$ cat src/rtl/rtype_exec_ctrl.sv
// Multi-cycle execute/write-back controller for MIPS R-type instructions.
// Steps IDLE -> READ -> EXEC -> WB and drives a 32x32 register file directly.
module rtype_exec_ctrl #(
  parameter int DATA_W = 32,
  parameter int ADDR_W = 5
) (
  input  logic              Clk,
  input  logic              Reset,
  input  logic              Inst_Valid,
  input  logic [31:0]       Inst,
  output logic              Inst_Ready,
  output logic [ADDR_W-1:0] R_Addr_A,
  output logic [ADDR_W-1:0] R_Addr_B,
  input  logic [DATA_W-1:0] R_Data_A,
  input  logic [DATA_W-1:0] R_Data_B,
  output logic [ADDR_W-1:0] W_Addr,
  output logic [DATA_W-1:0] W_Data,
  output logic              Write_Reg,
  output logic              Done,
  output logic              ZF,
  output logic              OF,
  output logic              Illegal
);

  typedef enum logic [1:0] {
    IDLE = 2'd0,
    READ = 2'd1,
    EXEC = 2'd2,
    WB   = 2'd3
  } state_t;

  localparam logic [5:0] FN_SLL  = 6'b000000;
  localparam logic [5:0] FN_SRL  = 6'b000010;
  localparam logic [5:0] FN_SRA  = 6'b000011;
  localparam logic [5:0] FN_ADD  = 6'b100000;
  localparam logic [5:0] FN_ADDU = 6'b100001;
  localparam logic [5:0] FN_SUB  = 6'b100010;
  localparam logic [5:0] FN_SUBU = 6'b100011;
  localparam logic [5:0] FN_AND  = 6'b100100;
  localparam logic [5:0] FN_OR   = 6'b100101;
  localparam logic [5:0] FN_XOR  = 6'b100110;
  localparam logic [5:0] FN_NOR  = 6'b100111;
  localparam logic [5:0] FN_SLT  = 6'b101010;
  localparam logic [5:0] FN_SLTU = 6'b101011;

  state_t            state;
  logic [31:0]       ir;
  logic [DATA_W-1:0] a_reg;
  logic [DATA_W-1:0] b_reg;
  logic [DATA_W-1:0] f_reg;

  logic [5:0]        ir_op;
  logic [5:0]        ir_funct;
  logic [4:0]        ir_shamt;
  logic [4:0]        ir_rd;

  logic [DATA_W-1:0] sum;
  logic [DATA_W-1:0] diff;
  logic [DATA_W-1:0] alu_f;
  logic              alu_of;
  logic              alu_ill;

  assign ir_op    = ir[31:26];
  assign ir_funct = ir[5:0];
  assign ir_shamt = ir[10:6];
  assign ir_rd    = ir[15:11];

  // Addresses come straight from IR so they stay stable across every state.
  assign R_Addr_A = ADDR_W'(ir[25:21]);
  assign R_Addr_B = ADDR_W'(ir[20:16]);
  assign W_Addr   = ADDR_W'(ir_rd);
  assign W_Data   = f_reg;

  assign sum  = a_reg + b_reg;
  assign diff = a_reg - b_reg;

  always_comb begin
    alu_f   = '0;
    alu_of  = 1'b0;
    alu_ill = 1'b0;
    if (ir_op != 6'b000000) begin
      alu_ill = 1'b1;
    end else begin
      case (ir_funct)
        FN_ADD: begin
          alu_f  = sum;
          alu_of = (a_reg[DATA_W-1] == b_reg[DATA_W-1]) &&
                   (sum[DATA_W-1] != a_reg[DATA_W-1]);
        end
        FN_ADDU: alu_f = sum;
        FN_SUB: begin
          alu_f  = diff;
          alu_of = (a_reg[DATA_W-1] != b_reg[DATA_W-1]) &&
                   (diff[DATA_W-1] != a_reg[DATA_W-1]);
        end
        FN_SUBU: alu_f = diff;
        FN_AND:  alu_f = a_reg & b_reg;
        FN_OR:   alu_f = a_reg | b_reg;
        FN_XOR:  alu_f = a_reg ^ b_reg;
        FN_NOR:  alu_f = ~(a_reg | b_reg);
        FN_SLT:  alu_f = {{(DATA_W-1){1'b0}}, ($signed(a_reg) < $signed(b_reg))};
        FN_SLTU: alu_f = {{(DATA_W-1){1'b0}}, (a_reg < b_reg)};
        FN_SLL:  alu_f = b_reg << ir_shamt;
        FN_SRL:  alu_f = b_reg >> ir_shamt;
        FN_SRA:  alu_f = DATA_W'($signed(b_reg) >>> ir_shamt);
        default: alu_ill = 1'b1;
      endcase
    end
  end

  // Write_Reg and Done are decided at the EXEC edge so they are clean registered pulses in WB.
  always_ff @(posedge Clk or posedge Reset) begin
    if (Reset) begin
      state      <= IDLE;
      ir         <= '0;
      a_reg      <= '0;
      b_reg      <= '0;
      f_reg      <= '0;
      ZF         <= 1'b0;
      OF         <= 1'b0;
      Illegal    <= 1'b0;
      Inst_Ready <= 1'b1;
      Write_Reg  <= 1'b0;
      Done       <= 1'b0;
    end else begin
      case (state)
        IDLE: begin
          Write_Reg <= 1'b0;
          Done      <= 1'b0;
          if (Inst_Valid && Inst_Ready) begin
            ir         <= Inst;
            Inst_Ready <= 1'b0;
            state      <= READ;
          end
        end
        READ: begin
          a_reg <= R_Data_A;
          b_reg <= R_Data_B;
          state <= EXEC;
        end
        EXEC: begin
          f_reg     <= alu_f;
          ZF        <= (alu_f == '0);
          OF        <= alu_of;
          Illegal   <= alu_ill;
          Write_Reg <= !alu_ill && !alu_of && (ir_rd != 5'd0);
          Done      <= 1'b1;
          state     <= WB;
        end
        WB: begin
          Write_Reg  <= 1'b0;
          Done       <= 1'b0;
          Inst_Ready <= 1'b1;
          state      <= IDLE;
        end
        default: state <= IDLE;
      endcase
    end
  end

endmodule

$ cat config.mk
export PLATFORM = sky130hd
export DESIGN_NAME = rtype_exec_ctrl
export DESIGN_NICKNAME = d
export VERILOG_FILES = /design/src/rtl/rtype_exec_ctrl.sv
export SDC_FILE = /design/constraint.sdc
export NUM_CORES = 1
export LEC_CHECK = 0
export BUFFER_PORTS_ARGS = -buffer_cell sky130_fd_sc_hd__buf_2
export CAP_MARGIN = 30
export CORE_ASPECT_RATIO = 0.9
export CORE_MARGIN = 4
export CORE_UTILIZATION = 26
export CTS_CLUSTER_DIAMETER = 50
export CTS_CLUSTER_SIZE = 14
export DETAILED_ROUTE_END_ITERATION = 10
export GPL_TIMING_DRIVEN = 0
export SETUP_SLACK_MARGIN = 0.3
export SYNTH_ARGS = -nofsm -noshare
export SYNTH_HDL_FRONTEND = slang
export SYNTH_SLANG_ARGS = --single-unit
$ cat constraint.sdc
create_clock -name Clk -period 5 [get_ports Clk]
set_clock_uncertainty 0.05 [all_clocks]
set_input_delay 1 -clock Clk [delete_from_list [all_inputs] [get_ports Clk]]
set_output_delay 1 -clock Clk [all_outputs]
set_load 0.02 [all_outputs]
After elaboration in Yosys (flattened, before gate mapping)
Cells that the tools add are included.
- output and inout port bits: 53
- word-level logic and storage cells: 74
- register bits after elaboration: 136
- input bits: 99
- muxes and demuxes: 12
- order comparisons: 2
- add/subtract/negate cells: 2
- bitwise operators: 4
- reductions and logical operators: 20
- equal/unequal tests: 20
- shift operators: 3
- operators by type and width (kind ; count):
    case mux 32 bit (11 select lines) ; 1
    less-than comparator 32 bit ; 2
    equality test 6 bit, second input constant ; 10
    adder 32 bit ; 1
    AND 32 bit ; 1
    logical NOT 32 bit ; 1
    2-to-1 mux 32 bit ; 1
    NOT 32 bit ; 1
    OR 32 bit ; 1
    left shift 32 x 5 -> 32 bit ; 1
    >> shifter 32 x 5 -> 32 bit ; 1
    >>> shifter 32 x 5 -> 32 bit ; 1
    subtractor 32 bit ; 1
    bitwise XOR 32 bit ; 1
    OR reduction 13 bit ; 1
    equality test 6 x 2 -> 1 bit, second input constant ; 2
    case mux 1 bit (2 select lines) ; 4
    case mux 2 bit (4 select lines) ; 1
    logical NOT 6 bit ; 1
    nonzero test 6 bit ; 1
    OR reduction 2 bit ; 3
    logical AND 1 bit ; 5
    nonzero test 5 bit ; 1
    equality test 2 bit, second input constant ; 2
    other kinds (10) ; 18

Depth between registers and ports, before layout
Gate-level depths: netlist (run 1).
- depth after elaboration: 9
- gate-level depth with buffers: 16
- gate-level depth less buffers: 14

Least setup slack after synthesis (run 1)
OpenSTA, ideal clock, no wires.
- path kind: register to register
- from: register b_reg[3]
- to: register ZF
- required time: 4.847 ns
- data arrival time: 3.653 ns
- library setup time: 0.103 ns
- buffers on the path: 1
- cell stages (with the launch flop): 15
- path slack: 1.193 ns
- clock period less this slack: 3.807 ns
- cells stage by stage: dfrtp_1 > inv_1 > ha_1 > clkbuf_1 > nor3b_1 > nor3_1 > nand2_1 > a221oi_1 > o22ai_1 > or3_1 > nor4b_1 > nand4_1 > or4_1 > or4_1 > o41ai_2
- word-level cells in the longest chain between the ends: 5
- elaborated cells on any way between the ends: 14
- those cells by class: add/sub: 2; order compare: 2; shift: 3; mux: 2; bitwise: 4; reduce/logical: 1
- RTL lines (what ; RTL line ; RTL):
    from (decl) ; 49 ; logic [DATA_W-1:0] b_reg;
    from (signal assigned) ; 138 ; b_reg <= R_Data_B;
    parallel branches: the longest is 2 deep, another holds subtractor 32 bit ; n/a ;
    case mux 32 bit (11 select lines) * ; 84 ; case (ir_funct)
    2-to-1 mux 32 bit * ; 81 ; if (ir_op != 6'b000000) begin
    logical NOT 32 bit * ; 143 ; ZF <= (alu_f == '0);
    to (signal assigned) ; 143 ;
    to (decl) ; 20 ; output logic ZF,
Mark *: on every way between the ends.
A chain may end at the register's enable or synchronous reset.

Final worst setup path (run 1)
- from: register ir[7]
- to: register ZF
- word-level cells in the longest chain between the ends: 4
- elaborated cells on any way between the ends: 6
- those cells by class: shift: 3; mux: 2; reduce/logical: 1
- RTL lines (what ; RTL line ; RTL):
    from (decl) ; 47 ; logic [31:0] ir;
    from (signal assigned) ; 131 ; ir <= Inst;
    >>> shifter 32 x 5 -> 32 bit (tied with other cells) ; 105 ; FN_SRA: alu_f = DATA_W'($signed(b_reg) >>> ir_shamt);
    case mux 32 bit (11 select lines) * ; 84 ;
    2-to-1 mux 32 bit * ; 81 ;
    logical NOT 32 bit * ; 143 ;
Mark *: on every way between the ends. The rest lies on a longest branch, timed or not.

==> metrics.txt, run 1 <==
outcome finished clean; Tot GR Track Use 25.4%; RSZ-0062 raised after global routing no; post-synthesis cell area 15100 um2; dpl ws -0.705 ns; min Tclk post-route 4.75 ns; FMAX 210 MHz; sequential fraction of the synthesis area 22.5%; area fraction of the dominant cell type after synthesis 22.3%; DRC 0; # IOs 152; die width 262 um; CTS tree yes; Routed WL per cell 27.5 um; initial core utilization 26.4%; crit path kind reg2reg; Rel. slew slack 25.4%; final setup vio count 0; Worst-Margin Slew 1.09 ns; post-synth cell types 81; Slew Viols, Final 0; top_reg_cell synth dfrtp_1; clk buf depth 2; Syn Inst Count 2006; Critical Path RT 5.34 ns; Pre-antenna DRT Iters 6; vias 17500; core area 57300 um2; clk slew on worst S/H paths 0.07 ns; mean post-synth cell area 7.54 um2; Vias per Instance 5.89; Iteration-0 DRC Markers 2178; CTS buffer count 17; Startpoint Class flip-flop; Port Buffers 151; Syn-to-layout area delta 19.5%; Worst EP arrival 5.09 ns; Final GP Congestion 1.09; filler instances 6318; EDFF count, synth 0; Crit Path Max Fanout 10; clock root buffer clkbuf_16; worst setup margin 0.249 ns; Final Hold Viols 0; H-tree levels 4; chip height 237 um; DPL Wire Length 66.0 mm; largest area contributor in the netlist dfrtp_1; syn nets 2208; die footprint 62100 um2; clk sinks 136; share of layout cells above drive strength 1 22.0%; vias in the first global route 16800; Syn. warnings 0; global route overflow 0; FP Rows 83; wire length of the first global-routing pass 118 mm; crit share post-route 95.0%; antenna violations before repair 3; Skew-Pair Late Insertion Delay 0.48 ns; max-cap viol count 0; nets 2396; CP endpoint kind flip-flop; Hold Crit Class reg2reg; Post-DRT Antenna Nets 0; largest cells by area after synthesis dfrtp_1 (22%), ha_1 (8.4%), o21ai_0 (6.2%); ys async rst share 100%; total routed wirelength 81.7 mm; largest net degree at the start of global routing 70; Seq cells post-synth 136
[metrics by stage]
step	std cells	setup TNS [ns]	cell area [um2]	utilization (%)	hold WS, ns
detailed placement	2930	-2.35	16900	29.6	0.429
floorplan	2006	0	15100	-	0.430
CTS	2965	0	17800	31.0	0.445
global route	2972	0	18100	31.5	0.476
global placement	2922	-201.49	16800	29.4	0.419
finish	2974	0	18100	31.5	0.443
[final timing paths]
| kind | startpoint | end | slack [ns] | cells past startpoint |
|---|---|---|---|---|
| setup / recovery | ir[7] | ZF | 0.25 | 13 |
| hold / removal | Illegal | Illegal | 0.44 | 1 |
| setup reg to reg | ir[7] | ZF | 0.25 | 13 |
| hold reg to reg | Illegal | Illegal | 0.44 | 1 |
| max in group asynchronous | Reset | b_reg[1] | 3.54 | 3 |
| min in group asynchronous | Reset | W_Data[16] | 0.55 | 2 |
[cell usage after synthesis, types with 19 or more instances]
| master | n |
|---|---|
| buf_2 | 34 |
| nor3_1 | 34 |
| a211oi_1 | 46 |
| buf_1 | 24 |
| o211ai_1 | 31 |
| o31ai_1 | 19 |
| nor2_1 | 176 |
| o21ai_0 | 187 |
| mux2_2 | 68 |
| a31oi_1 | 27 |
| clkbuf_1 | 88 |
| nand4_1 | 22 |
| nand2_1 | 245 |
| inv_1 | 135 |
| dfrtp_1 | 135 |
| ha_1 | 101 |
| o22ai_1 | 60 |
| nand3_1 | 40 |
| mux2i_1 | 75 |
| a21oi_1 | 121 |
[cells by family (layout without fill, tap and decap cells)]
| logic type | after synthesis | after routing | synth area share, % |
|---|---|---|---|
| AO/OA/AOI/OAI | 663 | 663 | 28.3 |
| XOR/XNOR | 18 | 18 | 1.04 |
| adder cells (fa/ha/maj) | 103 | 103 | 8.62 |
| buffers and inverters | 304 | 505 | 8.40 |
| flip-flops | 136 | 136 | 22.5 |
| multiplexers | 163 | 163 | 12.8 |
| other | 0 | 2 | 0 |
| AND/OR/NAND/NOR | 619 | 619 | 18.3 |
[placed cells by master (no fill, tap or decap), drive strengths merged, types with 13 or more instances in the layout]
master  instances
a211oi         46
a21o           14
a21oi         122
a221oi         13
a31oi          27
buf           235
clkbuf        118
dfrtp         135
ha            101
inv           139
mux2           72
mux2i          75
mux4           16
nand2         245
nand3          40
nand4          22
nor2          176
nor2b          15
nor3           34
nor4           16
o211ai         31
o21ai         191
o22ai          60
o31ai          19
xnor2          16
[critical path, cell delays in order (launching register included)]
cell and delay (ns):
dfrtp_1 0.51, buf_2 0.31, clkbuf_4 0.32, buf_4 0.26, buf_2 0.31, clkbuf_4 0.30, o211ai_1 0.12, o211ai_1 0.25
o21ai_0 0.27, nor3_1 0.26, o211ai_1 0.25, or4_1 0.64, or4_1 0.51, o41ai_2 0.27
[layout make-up]
type                            instances  area (um2)  share of cell area, %
Tap cell                              765         957                   5.30
Clock buffer                           18         429                   2.37
Antenna cell                            2        5.00                 0.0277
Sequential cell                       136        3420                   18.9
Multi-Input combinational cell       1566       10800                   59.8
Clock inverter                         14         165                  0.914
Timing Repair Buffer                  169         913                   5.05
Buffer                                166         841                   4.65
Inverter                              138         538                   2.98
[repair_timing]
action                                  CTS  global route
setup buffers                             3             7
hold buffers                              0             0
gates resized for setup                  73            86
pin swaps                                 2             2
endpoints found under the setup margin   27            22
[layer usage]
metal	track usage, %	up-vias	part of all wire, %
met3	6.48	227	11
met2	37.8	1101	42
met1	34.5	8489	42
met4	12.3	4	5.4
li1	-	7699	-
met5	0	-	0.034
Power of run 1 is left out: the tool's default activity adds up to more than one toggle a clock period on the data nets, which glitch-free logic cannot reach.
==> run 2: changes to the inputs <==
Settings changed: CELL_PAD_IN_SITES_DETAIL_PLACEMENT set to 0, CELL_PAD_IN_SITES_GLOBAL_PLACEMENT set to 1, PLACE_DENSITY_LB_ADDON set to 0.1.
==> metrics.txt, run 2 (synthesized netlist as in run 1, its figures left out) <==
register area 3420 um2; Iteration-0 DRC Markers 1781; vias in the first global route 17100; cell count along the critical path 11; worst-path cell chain nor4b_2 -> buf_4 -> nand2_1 -> clkbuf_1 -> clkbuf_1 -> o21ai_0 -> a311o_1 -> a211oi_1 -> o311a_1 -> nand4_1 -> o41ai_2; die footprint 62100 um2; Routed WL per cell 32.5 um; reg2reg path depth 11; clk slew on worst S/H paths 0.07 ns; RSZ-0062 raised after global routing yes; Critical Path Source ir[5]; Syn-to-layout area delta 20.1%; share of layout cells above drive strength 1 21.9%; Skew-Pair Late Insertion Delay 0.49 ns; outcome finished clean; CTS tree yes; max incr delay on CP 0.67 ns; final setup vio count 0; # IOs 152; nets 2404; die width 262 um; dpl ws -1.06 ns; initial core utilization 26.4%; min Tclk post-route 4.82 ns; most frequent cells in the layout nand2_1 (244), buf_2 (186), o21ai_0 (181), nor2_1 (175), inv_1 (131); Rel. slew slack 32.0%; CTS buffer count 17; r2r setup slk 0.18 ns; Worst-Margin Slew 1.02 ns; filler instances 6408; Worst EP arrival 5.16 ns; H-tree levels 4; Hold Crit Class reg2reg; multi-input gate area in the final layout 10800 um2; slowest CP cell clkbuf_1; crit path kind reg2reg; clk buf depth 2; vias 17600; Tot GR Track Use 30.1%; worst reg2reg endpoint ZF; chip height 237 um; largest net degree at the start of global routing 70; global route overflow 0; Vias per Instance 5.90; commonest non-fill, non-tap cell in the layout nand2_1; Slew Viols, Final 0; CP endpoint kind flip-flop; FMAX 207 MHz; wire length of the first global-routing pass 135 mm; Post-DRT Antenna Nets 0; FP Rows 83; DRC 0; total routed wirelength 97.0 mm; worst setup margin 0.179 ns; crit share post-route 96.4%; Layout Utilization 31.7%; Crit Path Max Fanout 10; Startpoint Class flip-flop; Critical Path RT 5.34 ns; max-cap viol count 0; clock root buffer clkbuf_16; Buf/Inv on CP 3; DPL Wire Length 79.8 mm; crit-path leading delay family compound AO/OA/AOI/OAI gates; Hold Buf Count CTS 0; Final Hold Viols 0; Port Buffers 151; Final GP Congestion 0.986; core area 57300 um2; cell repeated most along the worst path clkbuf_1; antenna violations before repair 3; Critical Path Sink ZF; worst r2r src ir[5]; clk sinks 136; Pre-antenna DRT Iters 5
## run 2: cell types whose count changed in the layout (fill, tap and decap cells not counted), moves of 3 or more
cell and delta:
buf_4 +16, clkbuf_4 -9, clkbuf_2 -7, clkbuf_1 +4, clkdlybuf4s15_2 +3, o21ai_1 +3
## run 2: how the worst min path moves through the flow
| stage | from | end | slack (ns) | cells past startpoint |
|---|---|---|---|---|
| 2_1_floorplan | ir[28] | ir[28] | 0.43 | 1 |
| 3_3_place_gp | Illegal | Illegal | 0.41 | 1 |
| 3_5_place_dp | Illegal | Illegal | 0.42 | 1 |
| 4_1_cts | Illegal | Illegal | 0.44 | 1 |
| 5_1_grt | Illegal | Illegal | 0.45 | 1 |
| 6_report | Illegal | Illegal | 0.44 | 1 |
## run 2: final cells by class
| type | count | area share [%] |
|---|---|---|
| Multi-Input combinational cell | 1566 | 59.4 |
| Timing Repair Buffer | 178 | 5.50 |
| Buffer | 165 | 4.73 |
| Antenna cell | 2 | 0.0276 |
| Tap cell | 765 | 5.27 |
| Inverter | 138 | 2.95 |
| Sequential cell | 136 | 18.8 |
| Clock buffer | 18 | 2.36 |
| Clock inverter | 14 | 0.909 |
## run 2: stage by stage
step	hold slack [ns]	cell area, um2	cells	TNS (ns)
6_report	0.435	18200	2982	0
5_1_grt	0.451	18200	2980	0
4_1_cts	0.441	18100	2979	0
3_5_place_dp	0.425	17000	2937	-14.68
3_3_place_gp	0.414	16800	2922	-242.47
2_1_floorplan	0.430	15100	2006	0
## run 2: repair_timing
| item | in CTS | in global routing |
|---|---|---|
| resized for setup | 142 | 7 |
| setup buffers | 11 | 0 |
| pin swaps | 9 | 0 |
| setup endpoints to repair | 36 | 25 |
## run 2: routing by layer
layer | routed length (um) | track usage [%] | up-vias
li1 | - | - | 7698
met1 | 45700 | 44.2 | 8959
met2 | 42300 | 46.2 | 823
met3 | 5910 | 3.63 | 118
met4 | 3080 | 9.17 | 0
met5 | 0 | 0 | -
## run 2: worst register-to-register path, stage by stage (launching register included)
cell and delay, ns:
dfrtp_1 0.47, nor4b_2 0.26, buf_4 0.20, nand2_1 0.27, clkbuf_1 0.63, clkbuf_1 0.68, o21ai_0 0.40, a311o_1 0.40
a211oi_1 0.67, o311a_1 0.32, nand4_1 0.13, o41ai_2 0.24
Power of run 2 is left out for the same reason.
